[src/rtl/reset_pulse_gen.sv]
// Reset pulse source for a downstream active-low reset domain: a power-on pulse
// after block reset, then software-requested pulses, each followed by a settle window and done.
module reset_pulse_gen #(
    parameter int CNT_W         = 8,
    parameter int PULSE_CYCLES  = 16,
    parameter int SETTLE_CYCLES = 4,
    parameter int EVT_W         = 8
) (
    input  logic             clk,
    input  logic             rst,
    input  logic             req,
    input  logic [CNT_W-1:0] pulse_len,
    output logic             rst_out_n,
    output logic             busy,
    output logic             done,
    output logic [EVT_W-1:0] evt_cnt
);

    typedef enum logic [1:0] {POR, IDLE, ASSERT, SETTLE} state_t;

    localparam logic [CNT_W-1:0] PULSE_DEF   = CNT_W'(PULSE_CYCLES);
    localparam logic [CNT_W-1:0] PULSE_LAST  = CNT_W'(PULSE_CYCLES - 1);
    localparam logic [CNT_W-1:0] SETTLE_LAST = CNT_W'(SETTLE_CYCLES - 1);
    localparam logic [CNT_W-1:0] CNT_ONE     = CNT_W'(1);
    localparam logic [EVT_W-1:0] EVT_ONE     = EVT_W'(1);

    state_t           state, state_nxt;
    logic [CNT_W-1:0] cnt, cnt_nxt;
    logic [CNT_W-1:0] len, len_nxt;
    logic             rst_out_n_nxt, busy_nxt, done_nxt;
    logic [EVT_W-1:0] evt_cnt_nxt;

    always_ff @(posedge clk or posedge rst) begin
        if (rst) begin
            state     <= POR;
            cnt       <= '0;
            len       <= PULSE_DEF;
            rst_out_n <= 1'b0;
            busy      <= 1'b1;
            done      <= 1'b0;
            evt_cnt   <= '0;
        end else begin
            state     <= state_nxt;
            cnt       <= cnt_nxt;
            len       <= len_nxt;
            rst_out_n <= rst_out_n_nxt;
            busy      <= busy_nxt;
            done      <= done_nxt;
            evt_cnt   <= evt_cnt_nxt;
        end
    end

    // Outputs are computed here as next-state values so every output leaves a flop.
    always_comb begin
        state_nxt     = state;
        cnt_nxt       = cnt + CNT_ONE;
        len_nxt       = len;
        rst_out_n_nxt = rst_out_n;
        busy_nxt      = busy;
        done_nxt      = 1'b0;
        evt_cnt_nxt   = evt_cnt;

        case (state)
            POR: begin
                rst_out_n_nxt = 1'b0;
                busy_nxt      = 1'b1;
                if (cnt == PULSE_LAST) begin
                    state_nxt     = SETTLE;
                    rst_out_n_nxt = 1'b1;
                    cnt_nxt       = '0;
                end
            end
            IDLE: begin
                cnt_nxt       = cnt;
                rst_out_n_nxt = 1'b1;
                busy_nxt      = 1'b0;
                if (req) begin
                    state_nxt     = ASSERT;
                    rst_out_n_nxt = 1'b0;
                    busy_nxt      = 1'b1;
                    cnt_nxt       = '0;
                    len_nxt       = (pulse_len == '0) ? PULSE_DEF : pulse_len;
                    if (evt_cnt != '1)
                        evt_cnt_nxt = evt_cnt + EVT_ONE;
                end
            end
            ASSERT: begin
                rst_out_n_nxt = 1'b0;
                busy_nxt      = 1'b1;
                if (cnt == len - CNT_ONE) begin
                    state_nxt     = SETTLE;
                    rst_out_n_nxt = 1'b1;
                    cnt_nxt       = '0;
                end
            end
            SETTLE: begin
                rst_out_n_nxt = 1'b1;
                busy_nxt      = 1'b1;
                if (cnt == SETTLE_LAST) begin
                    state_nxt = IDLE;
                    busy_nxt  = 1'b0;
                    done_nxt  = 1'b1;
                    cnt_nxt   = '0;
                end
            end
            default: begin
                state_nxt     = POR;
                cnt_nxt       = '0;
                rst_out_n_nxt = 1'b0;
                busy_nxt      = 1'b1;
            end
        endcase
    end

endmodule

[config.mk]
export PLATFORM = sky130hd
export DESIGN_NAME = reset_pulse_gen
export DESIGN_NICKNAME = d
export VERILOG_FILES = /design/src/rtl/reset_pulse_gen.sv
export SDC_FILE = /design/constraint.sdc
export NUM_CORES = 1
export LEC_CHECK = 0
export CAP_MARGIN = 20
export CORE_AREA = 2 2 55 70
export CTS_CLUSTER_SIZE = 20
export DETAILED_ROUTE_END_ITERATION = 10
export DIE_AREA = 0 0 57 72
export GPL_ROUTABILITY_DRIVEN = 0
export PLACE_DENSITY = 0.81
export SLEW_MARGIN = 5
export SYNTH_ARGS = -nofsm -noshare
export SYNTH_HDL_FRONTEND = slang
export SYNTH_SLANG_ARGS = --single-unit
[constraint.sdc]
create_clock -name clk -period 2 [get_ports clk]
set_input_delay 0.5 -clock clk [delete_from_list [all_inputs] [get_ports clk]]
set_output_delay 0.5 -clock clk [all_outputs]
set_load 0.02 [all_outputs]
==> results.yml, run 1 <==
global_routing:
  busiest_layer: "met2"
  grt-ovfl-total: 0
  met3_usage_pct: 4.456
  use_met1_pct: 22.66
  grt_antenna_before_repair: 0
  grt_pass1_vias: 1446
  grt_pass1_wl_um: 6672
  grt_max_degree: 30
  track_usage_pct: 21.10
  met2_usage_pct: 38.19
synthesis:
  synth_top_flop_cell: "dfrtp_1"
  synth_cell_types: 40
  avgSynthCellArea_sq_um: 9.986
  ys_warn_count: 0
  synth_edf_count: 0
  synth-seq-cells: 29
  synth_cells: 161
  synthArstFlopShare_pct: 100.0
  synthesis.area_sq_um: 1608
  yosysSeqAreaShare_pct: 45.29
  syn_nets: 175
worst_setup_path:
  crit_start: "cnt[0]"
  worst_setup_path_start_kind: "register"
  r2r-end: "cnt[4]"
  crit_path_end_kind: "register"
  cp.arrival_ns: 2.27
  rrSetupSlack_ns: -0.13
  r2r_start: "cnt[0]"
  crit_path_max_fanout: 3
  cp.required_ns: 2.14
  crit_type: "reg2reg"
  reg2reg_depth: 8
  cp-endpoint: "cnt[4]"
drt:
  avgRoutedWirePerCell_um: 15.40
  ant_nets: 0
  num_vias: 1398
  wl_um: 3772
  via_per_inst: 5.706
  drt_iter0_markers: 30
  drtPass1Iterations: 4
  drc_errors: 0
final_layout:
  n_fill_cell: 299
  syn_to_final_growth_pct: 31.98
  fin_cells: 245
  antenna_cells: 0
  regArea_sq_um: 728.2
  multi_input_area_sq_um: 869.6
  fin_area_sq_um: 2122
  nets: 219
  drive_above_1_share_pct: 24.76
timing:
  rsz0062_at_grt: "yes"
  clock.fmax_mhz: 470.5
  worst_slew_pin_slew_ns: 0.4334
  clock-skew-final_ns: 0.01392
  fin_ws_ns: -0.1253
  period_needed_ns: 2.125
  hold_viol_final: 0
  post-route-period-util_pct: 106.3
  drv_slew: 0
  setup_viol: 11
  maxSlewHeadroom_pct: 71.08
cts:
  cts_made_buffers: 5
  cts_tree: "done"
  clock_sinks: 29
  clkTransAtPathRegs_ns: 0.07
  cts.htree.levels: 2
  ctsLongestPathBuffers: 2
  clk_latency_ns: 0.29
  clock_tree.root_cell: "clkbuf_8"
pwr:
  combPwrFrac_pct: 3.1
  leakage_nw: 0.9348
  clkPwrFrac_pct: 45.1
  total_power_mw: 1.133
  p_int_uw: 884.3
  swShare_pct: 21.93
  ir_drop_mv: 0.7971
  powerDensity_nw_per_um2: 533.8
  p_sw_uw: 248.4
  power_frac_seq_pct: 51.8
place:
  place_area_sq_um: 1983
  placed_cells: 235
  detailed_place_hpwl_um: 2709
  port-buffer-count: 21
floorplan:
  io_pins: 22
  dieArea_sq_um: 4104
  core_sq_um: 3423
  dieWidth_um: 57
  initial_utilization_pct: 46.97
  fp-row-count: 24
  die_h_um: 72
run_status:
  status: "complete, but fails checks"
  violations: "negative setup slack"
flow_run:
  max_cap_violations: 0
hold_path:
  hp-class: "reg2reg"
metal layers:
metal	share of wire, %	vias to the layer above	routed length (um)
met1	38	690	1436
li1	-	659	-
met4	3.1	0	116
met5	0	-	0
met3	4.1	11	153
met2	55	38	2065
Yosys cell counts, types with 2 or more instances:
cell type	number	area share, %
ha_1	3	2.3
o211ai_1	4	1.9
nand3_1	4	1.2
inv_1	5	1.2
clkbuf_1	2	0.47
nor2_1	11	2.6
nor2b_1	4	1.6
xor2_1	6	3.3
mux2_2	8	5.6
dfrtp_1	27	42
a21oi_1	3	0.93
xnor2_1	14	7.6
nand2_1	23	5.4
dfstp_2	2	3.3
nor4_1	4	1.6
o21ai_0	5	1.6
nor3b_1	2	0.93
and3_1	2	0.78
nor3_1	5	1.6
or2_2	2	0.78
nand4_1	4	1.6
o21a_1	2	0.93
buf_2	2	0.62
final cells by class:
cell class / count / area share [%]
clock buffers: 6 / 3.892
clock inverters: 2 / 0.6486
inverters: 5 / 0.8844
multi-input cells: 123 / 40.98
flip-flops and latches: 29 / 34.32
well taps: 39 / 2.300
repair buffers: 41 / 16.98
worst min path at each step:
stage	startpoint	to	slack (ns)	cells past startpoint
5_1_grt	evt_cnt[5]	evt_cnt[5]	0.53	1
3_5_place_dp	evt_cnt[5]	evt_cnt[5]	0.49	1
2_1_floorplan	len[4]	len[4]	0.48	2
3_3_place_gp	evt_cnt[5]	evt_cnt[5]	0.48	1
4_1_cts	evt_cnt[5]	evt_cnt[5]	0.50	1
6_report	evt_cnt[5]	evt_cnt[5]	0.51	1
timing repair:
| item | 4_1_cts | 5_1_grt |
|---|---|---|
| hold buffers | 0 | 0 |
| endpoints found under the setup margin | 11 | 11 |
| buffers inserted | 1 | 0 |
| pin swaps | 9 | 2 |
| gates cloned | 1 | 0 |
| resized for setup | 1 | 8 |
stage by stage:
stage          setup WS, ns  hold WS, ns  setup TNS, ns  utilization (%)
4_1_cts             -0.1018       0.5039        -0.8620            61.22
6_report            -0.1253       0.5085        -0.8342            61.99
5_1_grt             -0.2000       0.5306         -1.809            61.99
3_3_place_gp       -0.04062       0.4831        -0.2533            57.93
2_1_floorplan       -0.1120       0.4798        -0.8132                -
3_5_place_dp        -0.1112       0.4910        -0.8754            57.93
registers in the layout, indices dropped and copies added (netlist names):
name and count:
busy 1, cnt 8, done 1, evt_cnt 8, len 8, rst_out_n 1
state 2
cell usage in the layout (no fill, tap or decap), types with 2 or more instances in the layout:
cell             count
or2_2                2
dfstp_2              2
nand4_1              4
and3_1               2
o21ai_0              2
buf_4               20
a21oi_1              3
xor2_1               6
nor2b_1              4
nor4_1               4
nor2_1               9
o21a_1               2
clkdlybuf4s50_1     21
dfrtp_1             27
nor3b_1              2
xnor2_1             14
ha_1                 2
mux2_2               8
inv_1                5
nor3_1               5
clkbuf_8             6
o211ai_1             4
nand2_1             22
nand3_1              4
o21ai_1              4
power by group through the flow:
stage | Clock, mW | Sequential (mW) | Combinational (mW)
2_1_floorplan | 0 | 0.597 | 0.0101
3_3_place_gp | 0 | 0.597 | 0.0351
3_5_place_dp | 0 | 0.597 | 0.0364
4_1_cts | 0.519 | 0.587 | 0.0364
5_1_grt | 0.543 | 0.586 | 0.0407
6_report | 0.511 | 0.587 | 0.0354
critical path, stage by stage (launching register included):
cell,delay (ns)
dfrtp_1,0.35
ha_2,0.17
or4b_4,0.45
or4_4,0.45
buf_4,0.17
nand2_1,0.09
nand2_2,0.07
o2111ai_2,0.10
o211ai_1,0.12
logic make-up (layout without fill, tap and decap cells):
family | after synthesis | after routing | synth area share, %
xor+xnor | 20 | 20 | 10.90
mux | 9 | 9 | 6.226
buf+inv | 10 | 54 | 2.957
fa+ha+maj | 3 | 3 | 2.335
simple gates | 64 | 64 | 19.92
compound gates | 26 | 27 | 12.37
flops | 29 | 29 | 45.29
Note: power is estimated with default switching activity, not from simulation.
==> run 2: changes to the inputs <==
TNS_END_PERCENT = 10   (was not set)
==> run 2 against run 1 <==
- the run still ends with negative setup slack left
- critical path type unchanged
- fmax increased by 0.80%
- sequential share of layout area decreased by 0.58 points
- first-iteration DRC count is 27% higher
- worst setup slack improved by 0.017 ns
- clock skew down 0.011 ns
- critical path depth unchanged
- non-clock buffer count rose by 2
- highest routed layer unchanged
==> results.yml, run 2 (synthesis results as in run 1) <==
final_layout:
  antenna_cells: 0
  syn_to_final_growth_pct: 34.24
  regArea_sq_um: 728.2
  nets: 221
  drive_above_1_share_pct: 24.52
  fin_cells: 247
  reg_top3: "cnt (8), evt_cnt (8), len (8)"
  final_cell_mix: "27 x dfrtp_1, 22 x nand2_1, 22 x buf_4"
  fin_area_sq_um: 2158
  multi_input_area_sq_um: 870.8
  n_fill_cell: 298
  final_common_cell: "dfrtp_1"
  final_util_pct: 63.05
timing:
  timing.hold.ws_ns: 0.4911
  clock-skew-final_ns: 0.003156
  setup_viol: 10
  period_needed_ns: 2.108
  hold_viol_final: 0
  post-route-period-util_pct: 105.4
  fin_ws_ns: -0.1085
  maxSlewHeadroom_pct: 75.17
  drv_slew: 0
  worst_slew_pin_slew_ns: 0.3721
  clock.fmax_mhz: 474.3
  rsz0062_at_grt: "yes"
place:
  placed_cells: 234
  port-buffer-count: 21
  place_area_sq_um: 1976
  detailed_place_hpwl_um: 2688
worst_setup_path:
  cp.required_ns: 2.16
  crit_chain: "ha_2 > or4b_4 > or4_4 > a21boi_4 > buf_4 > nor3_1 > o21ai_0 > o211ai_1"
  critical_path.max_stage_delay_ns: 0.46
  crit_type: "reg2reg"
  crit_slowest_cell: "or4b_4"
  cp.arrival_ns: 2.26
  crit_path_max_fanout: 2
  worst_setup_path_start_kind: "register"
  crit_path_end_kind: "register"
pwr:
  p_int_mw: 1.012
  clkPwrFrac_pct: 49.9
  leakage_nw: 0.9520
  total_power_mw: 1.241
  combPwrFrac_pct: 2.8
  powerDensity_nw_per_um2: 575.1
  p_sw_uw: 229.5
  ir_drop_mv: 0.5894
  power_frac_seq_pct: 47.3
  swShare_pct: 18.49
floorplan:
  die_h_um: 72
  io_pins: 22
  dieWidth_um: 57
  initial_utilization_pct: 46.97
  core_sq_um: 3423
  fp-row-count: 24
  dieArea_sq_um: 4104
cts:
  clk_latency_ns: 0.28
  cts.htree.levels: 2
  clock_sinks: 29
  clkTransAtPathRegs_ns: 0.06
  clock_tree.root_cell: "clkbuf_8"
  cts_tree: "done"
  cts_made_buffers: 5
  ctsLongestPathBuffers: 2
drt:
  drtPass1Iterations: 4
  ant_nets: 0
  wl_um: 3618
  drt_iter0_markers: 38
  via_per_inst: 5.518
  drc_errors: 0
  num_vias: 1363
  avgRoutedWirePerCell_um: 14.65
global_routing:
  track_usage_pct: 20.47
  grt_max_degree: 30
  grt_antenna_before_repair: 0
  grt-ovfl-total: 0
  grt_pass1_wl_um: 6403
  grt_pass1_vias: 1442
run_status:
  status: "complete, but fails checks"
  violations: "negative setup slack"
flow_run:
  max_cap_violations: 0
hold_path:
  hp-class: "reg2reg"
-- run 2: cell count changes in the layout (fill, tap and decap cells not counted), sizes merged --
cell | previous run | this run
bufinv | 0 | 1
buf | 20 | 22
clkbuf | 6 | 7
clkinv | 2 | 0
-- run 2: final cells by class --
type	count	area share (%)
clock buffers	7	4.000
clock inverters	1	1.391
inverters	5	0.8696
multi-input cells	123	40.35
flip-flops and latches	29	33.74
well taps	39	2.261
repair buffers	43	17.39
-- run 2: repair_timing --
| item | in CTS | in global routing |
|---|---|---|
| gates resized for setup | 1 | 7 |
| setup endpoints to repair | 10 | 11 |
| gates cloned | 1 | 0 |
| pin swaps | 9 | 7 |
| hold buffers | 0 | 0 |
| setup buffers | 2 | 2 |
-- run 2: metal layers --
metal,wire length (um),share of wire [%],vias up,global-route usage [%]
met5,0,0,-,0
met4,93,2.6,0,13.18
met3,167,4.6,9,5.348
met2,1974,55,42,35.63
met1,1382,38,650,21.64
li1,-,-,662,-
-- run 2: metrics by stage --
stage	setup TNS [ns]	setup slack, ns
6_report	-0.6696	-0.1085
5_1_grt	-1.544	-0.1944
4_1_cts	-0.7952	-0.09621
3_5_place_dp	-0.9348	-0.1101
3_3_place_gp	-0.2974	-0.04447
2_1_floorplan	-0.8132	-0.1120
-- run 2: worst paths after layout --
check / from / end / slack, ns / depth (start not counted)
setup reg to reg: cnt[0] / cnt[3] / -0.11 / 8
hold reg to reg: evt_cnt[5] / evt_cnt[5] / 0.49 / 1
min in group asynchronous: rst / state[1] / 0.58 / 3
max in group asynchronous: rst / len[4] / 1.11 / 3
hold / removal: evt_cnt[5] / evt_cnt[5] / 0.49 / 1
setup / recovery: cnt[0] / cnt[3] / -0.11 / 8
-- run 2: critical path, delay by kind of cell (launching register included) --
family | cells | cell delay (ns)
buffers and inverters | 1 | 0.13
adder cells (fa/ha/maj) | 1 | 0.19
flip-flops | 1 | 0.36
AO/OA/AOI/OAI | 3 | 0.37
AND/OR/NAND/NOR | 3 | 0.95
-- run 2: power by group through the flow --
stage | clock network, mW | registers [mW] | logic [mW]
6_report | 0.619 | 0.587 | 0.0352
5_1_grt | 0.663 | 0.586 | 0.0401
4_1_cts | 0.627 | 0.587 | 0.0364
3_5_place_dp | 0 | 0.597 | 0.0362
3_3_place_gp | 0 | 0.597 | 0.0354
2_1_floorplan | 0 | 0.597 | 0.0101
==> patch: new RTL, flow settings as in run 1 <==
Add an input register stage for `req` and `pulse_len`; this delays them by one clock.
--- a/src/rtl/reset_pulse_gen.sv
+++ b/src/rtl/reset_pulse_gen.sv
@@ -23,6 +23,14 @@
     localparam logic [CNT_W-1:0] SETTLE_LAST = CNT_W'(SETTLE_CYCLES - 1);
     localparam logic [CNT_W-1:0] CNT_ONE     = CNT_W'(1);
     localparam logic [EVT_W-1:0] EVT_ONE     = EVT_W'(1);
+
+    logic req_q;
+    logic [CNT_W-1:0] pulse_len_q;
+
+    always_ff @(posedge clk) begin
+        req_q       <= req;
+        pulse_len_q <= pulse_len;
+    end
 
     state_t           state, state_nxt;
     logic [CNT_W-1:0] cnt, cnt_nxt;
@@ -74,12 +82,12 @@
                 cnt_nxt       = cnt;
                 rst_out_n_nxt = 1'b1;
                 busy_nxt      = 1'b0;
-                if (req) begin
+                if (req_q) begin
                     state_nxt     = ASSERT;
                     rst_out_n_nxt = 1'b0;
                     busy_nxt      = 1'b1;
                     cnt_nxt       = '0;
-                    len_nxt       = (pulse_len == '0) ? PULSE_DEF : pulse_len;
+                    len_nxt       = (pulse_len_q == '0) ? PULSE_DEF : pulse_len_q;
                     if (evt_cnt != '1)
                         evt_cnt_nxt = evt_cnt + EVT_ONE;
                 end
Function: no difference found for any inputs over 10 cycles, from zero or initial values and one cycle with rst high; that may be too few to reach the edited logic, so the function may still have changed.
==> patch against run 1 <==
The flow still finishes with violations (setup timing). Setup slack worse by 0.18 ns. Cell count increased by 2.4%. Synthesized cell count rose by 1.9%. Synthesized area up 7.2%. Cell area rose by 8.4%. Count of clock-buffer cells in the layout did not move. Critical path depth rose by 1. Wire length increased by 3.5%. Sequential cell count rose by 9.
Power is not compared: it rests on default switching activity, and its combinational part moved more than twofold at a synthesized area within 25%.
==> patch: results (changes against run 1) <==
Layout Skew=0.00723 ns (was 0.0139 ns); Tightest Pin Transition=0.440 ns (was 0.433 ns); post-synthesis adder-cell area fraction=0.0218 (was 0.0233); Iter 0 DRT Violations=34 (was 30); hpwl dp=2.82 mm (was 2.71 mm); share of layout cells above drive strength 1=0.250 (was 0.248); largest stage delay on the critical path=0.49 ns (was 0.45 ns); final worst setup slack=-0.306 ns (was -0.125 ns); sequential cell area fraction in the yosys report=0.527 (was 0.453); final cell count without fillers=251 (was 245); fill count=265 (was 299); Fin Setup TNS=-1.55 ns (was -0.834 ns); multiplexer share of the synthesized area=0.0523 (was 0.0623); post-synth net total=178 (was 175); top cells by count, synth=dfrtp_1, nor2_1, nand2_1 (was dfrtp_1, nand2_1, xnor2_1); Synth Area in Compound Gates=0.0835 (was 0.124); WL met2=2.14 mm (was 2.07 mm); first-pass GRT wire length=6.45 mm (was 6.67 mm); synth top area cells=dfrtp_1, dfxtp_1, mux2_2 (was dfrtp_1, xnor2_1, mux2_2); share of synthesized flip-flops with an asynchronous set or reset=0.763 (was 1.00); first drt pass iteration count=4 (unchanged); Main synth FF type=dfrtp_1 (unchanged); DR vias=1407 (was 1398); Cell variety after synth=38 (was 40); status=complete, but fails checks (unchanged); Final Setup Violations=8 (was 11); Worst EP arrival=2.49 ns (was 2.27 ns); gr usage total=0.207 (was 0.211); slowest CP cell=or4b_4 (unchanged); placed cells=241 (was 235); CP Max Fanout=4 (was 3); Met3 Routed Length=182 um (was 153 um); wirelength, routed=3.91 mm (was 3.77 mm); M1 WL=1.48 mm (was 1.44 mm); xor and xnor fraction of the mapped netlist area=0.0966 (was 0.109); failing checks=setup timing (unchanged); Post-Syn Instances=164 (was 161); final net count=225 (was 219)
[patch: cell count changes in the layout (fill, tap and decap cells not counted), sizes merged, moves of 3 or more]
cell,delta
nor2,+6
nand3,+3
xnor2,-4
dfxtp,+9
nand2,-9
nand2b,+4
o211ai,-4
o21ai,-4
nor2b,-3
a21oi,+4
xor2,+3
[patch: cell type report]
class | count | area (um2) | share of cell area
Inverter | 4 | 15.0 | 0.00653
Sequential cell | 38 | 908 | 0.395
Multi-Input combinational cell | 119 | 858 | 0.373
Clock buffer | 6 | 82.6 | 0.0359
Timing Repair Buffer | 43 | 375 | 0.163
Clock inverter | 2 | 12.5 | 0.00544
Tap cell | 39 | 48.8 | 0.0212
[patch: through the flow]
stage | instance area, um2 | worst slack, ns
2_1_floorplan | 1750 | -0.242
4_1_cts | 2280 | -0.272
3_3_place_gp | 2140 | -0.222
6_report | 2300 | -0.306
3_5_place_dp | 2140 | -0.281
5_1_grt | 2300 | -0.392
[patch: power groups by stage]
stage,registers (mW),clock network (mW),logic [mW]
6_report,1.18,0.547,1.44
5_1_grt,1.20,0.594,1.57
4_1_cts,1.17,0.559,1.39
3_5_place_dp,1.18,0,1.32
3_3_place_gp,1.16,0,1.25
2_1_floorplan,1.20,0,0.782
[patch: worst register-to-register path, cell delays in order (launching register included)]
cell and delay, ns:
dfrtp_1 0.37, inv_2 0.05, ha_4 0.17, o21ba_4 0.19
a221oi_2 0.23, a41oi_1 0.08, nand2b_1 0.18, or4b_4 0.49
or2_1 0.24, a32o_1 0.20
[patch: cell families after synthesis]
family | Yosys count
AO/OA/AOI/OAI | 22
XOR/XNOR | 19
adder cells (fa/ha/maj) | 3
buffers and inverters | 7
flip-flops | 38
multiplexers | 8
AND/OR/NAND/NOR | 67
[patch: final timing paths]
check	start	end	slack, ns	cells past startpoint
max	len[1]	cnt[2]	-0.31	9
min	pulse_len_q[4]	len[4]	0.50	2
max reg2reg	len[1]	cnt[2]	-0.31	9
min reg2reg	pulse_len_q[4]	len[4]	0.50	2
max in group asynchronous	rst	busy	1.11	3
min in group asynchronous	rst	cnt[2]	0.58	3
[patch: what timing repair did]
action / CTS / global route
pin swaps: 3 / 0
setup buffers: 2 / 0
gates resized for setup: 5 / 4
setup endpoints to repair: 8 / 11
[patch: layer usage]
metal,up-vias,GRT usage
li1,669,-
met2,45,0.377
met5,-,0
met1,683,0.221
met4,0,0.0930
met3,10,0.0570
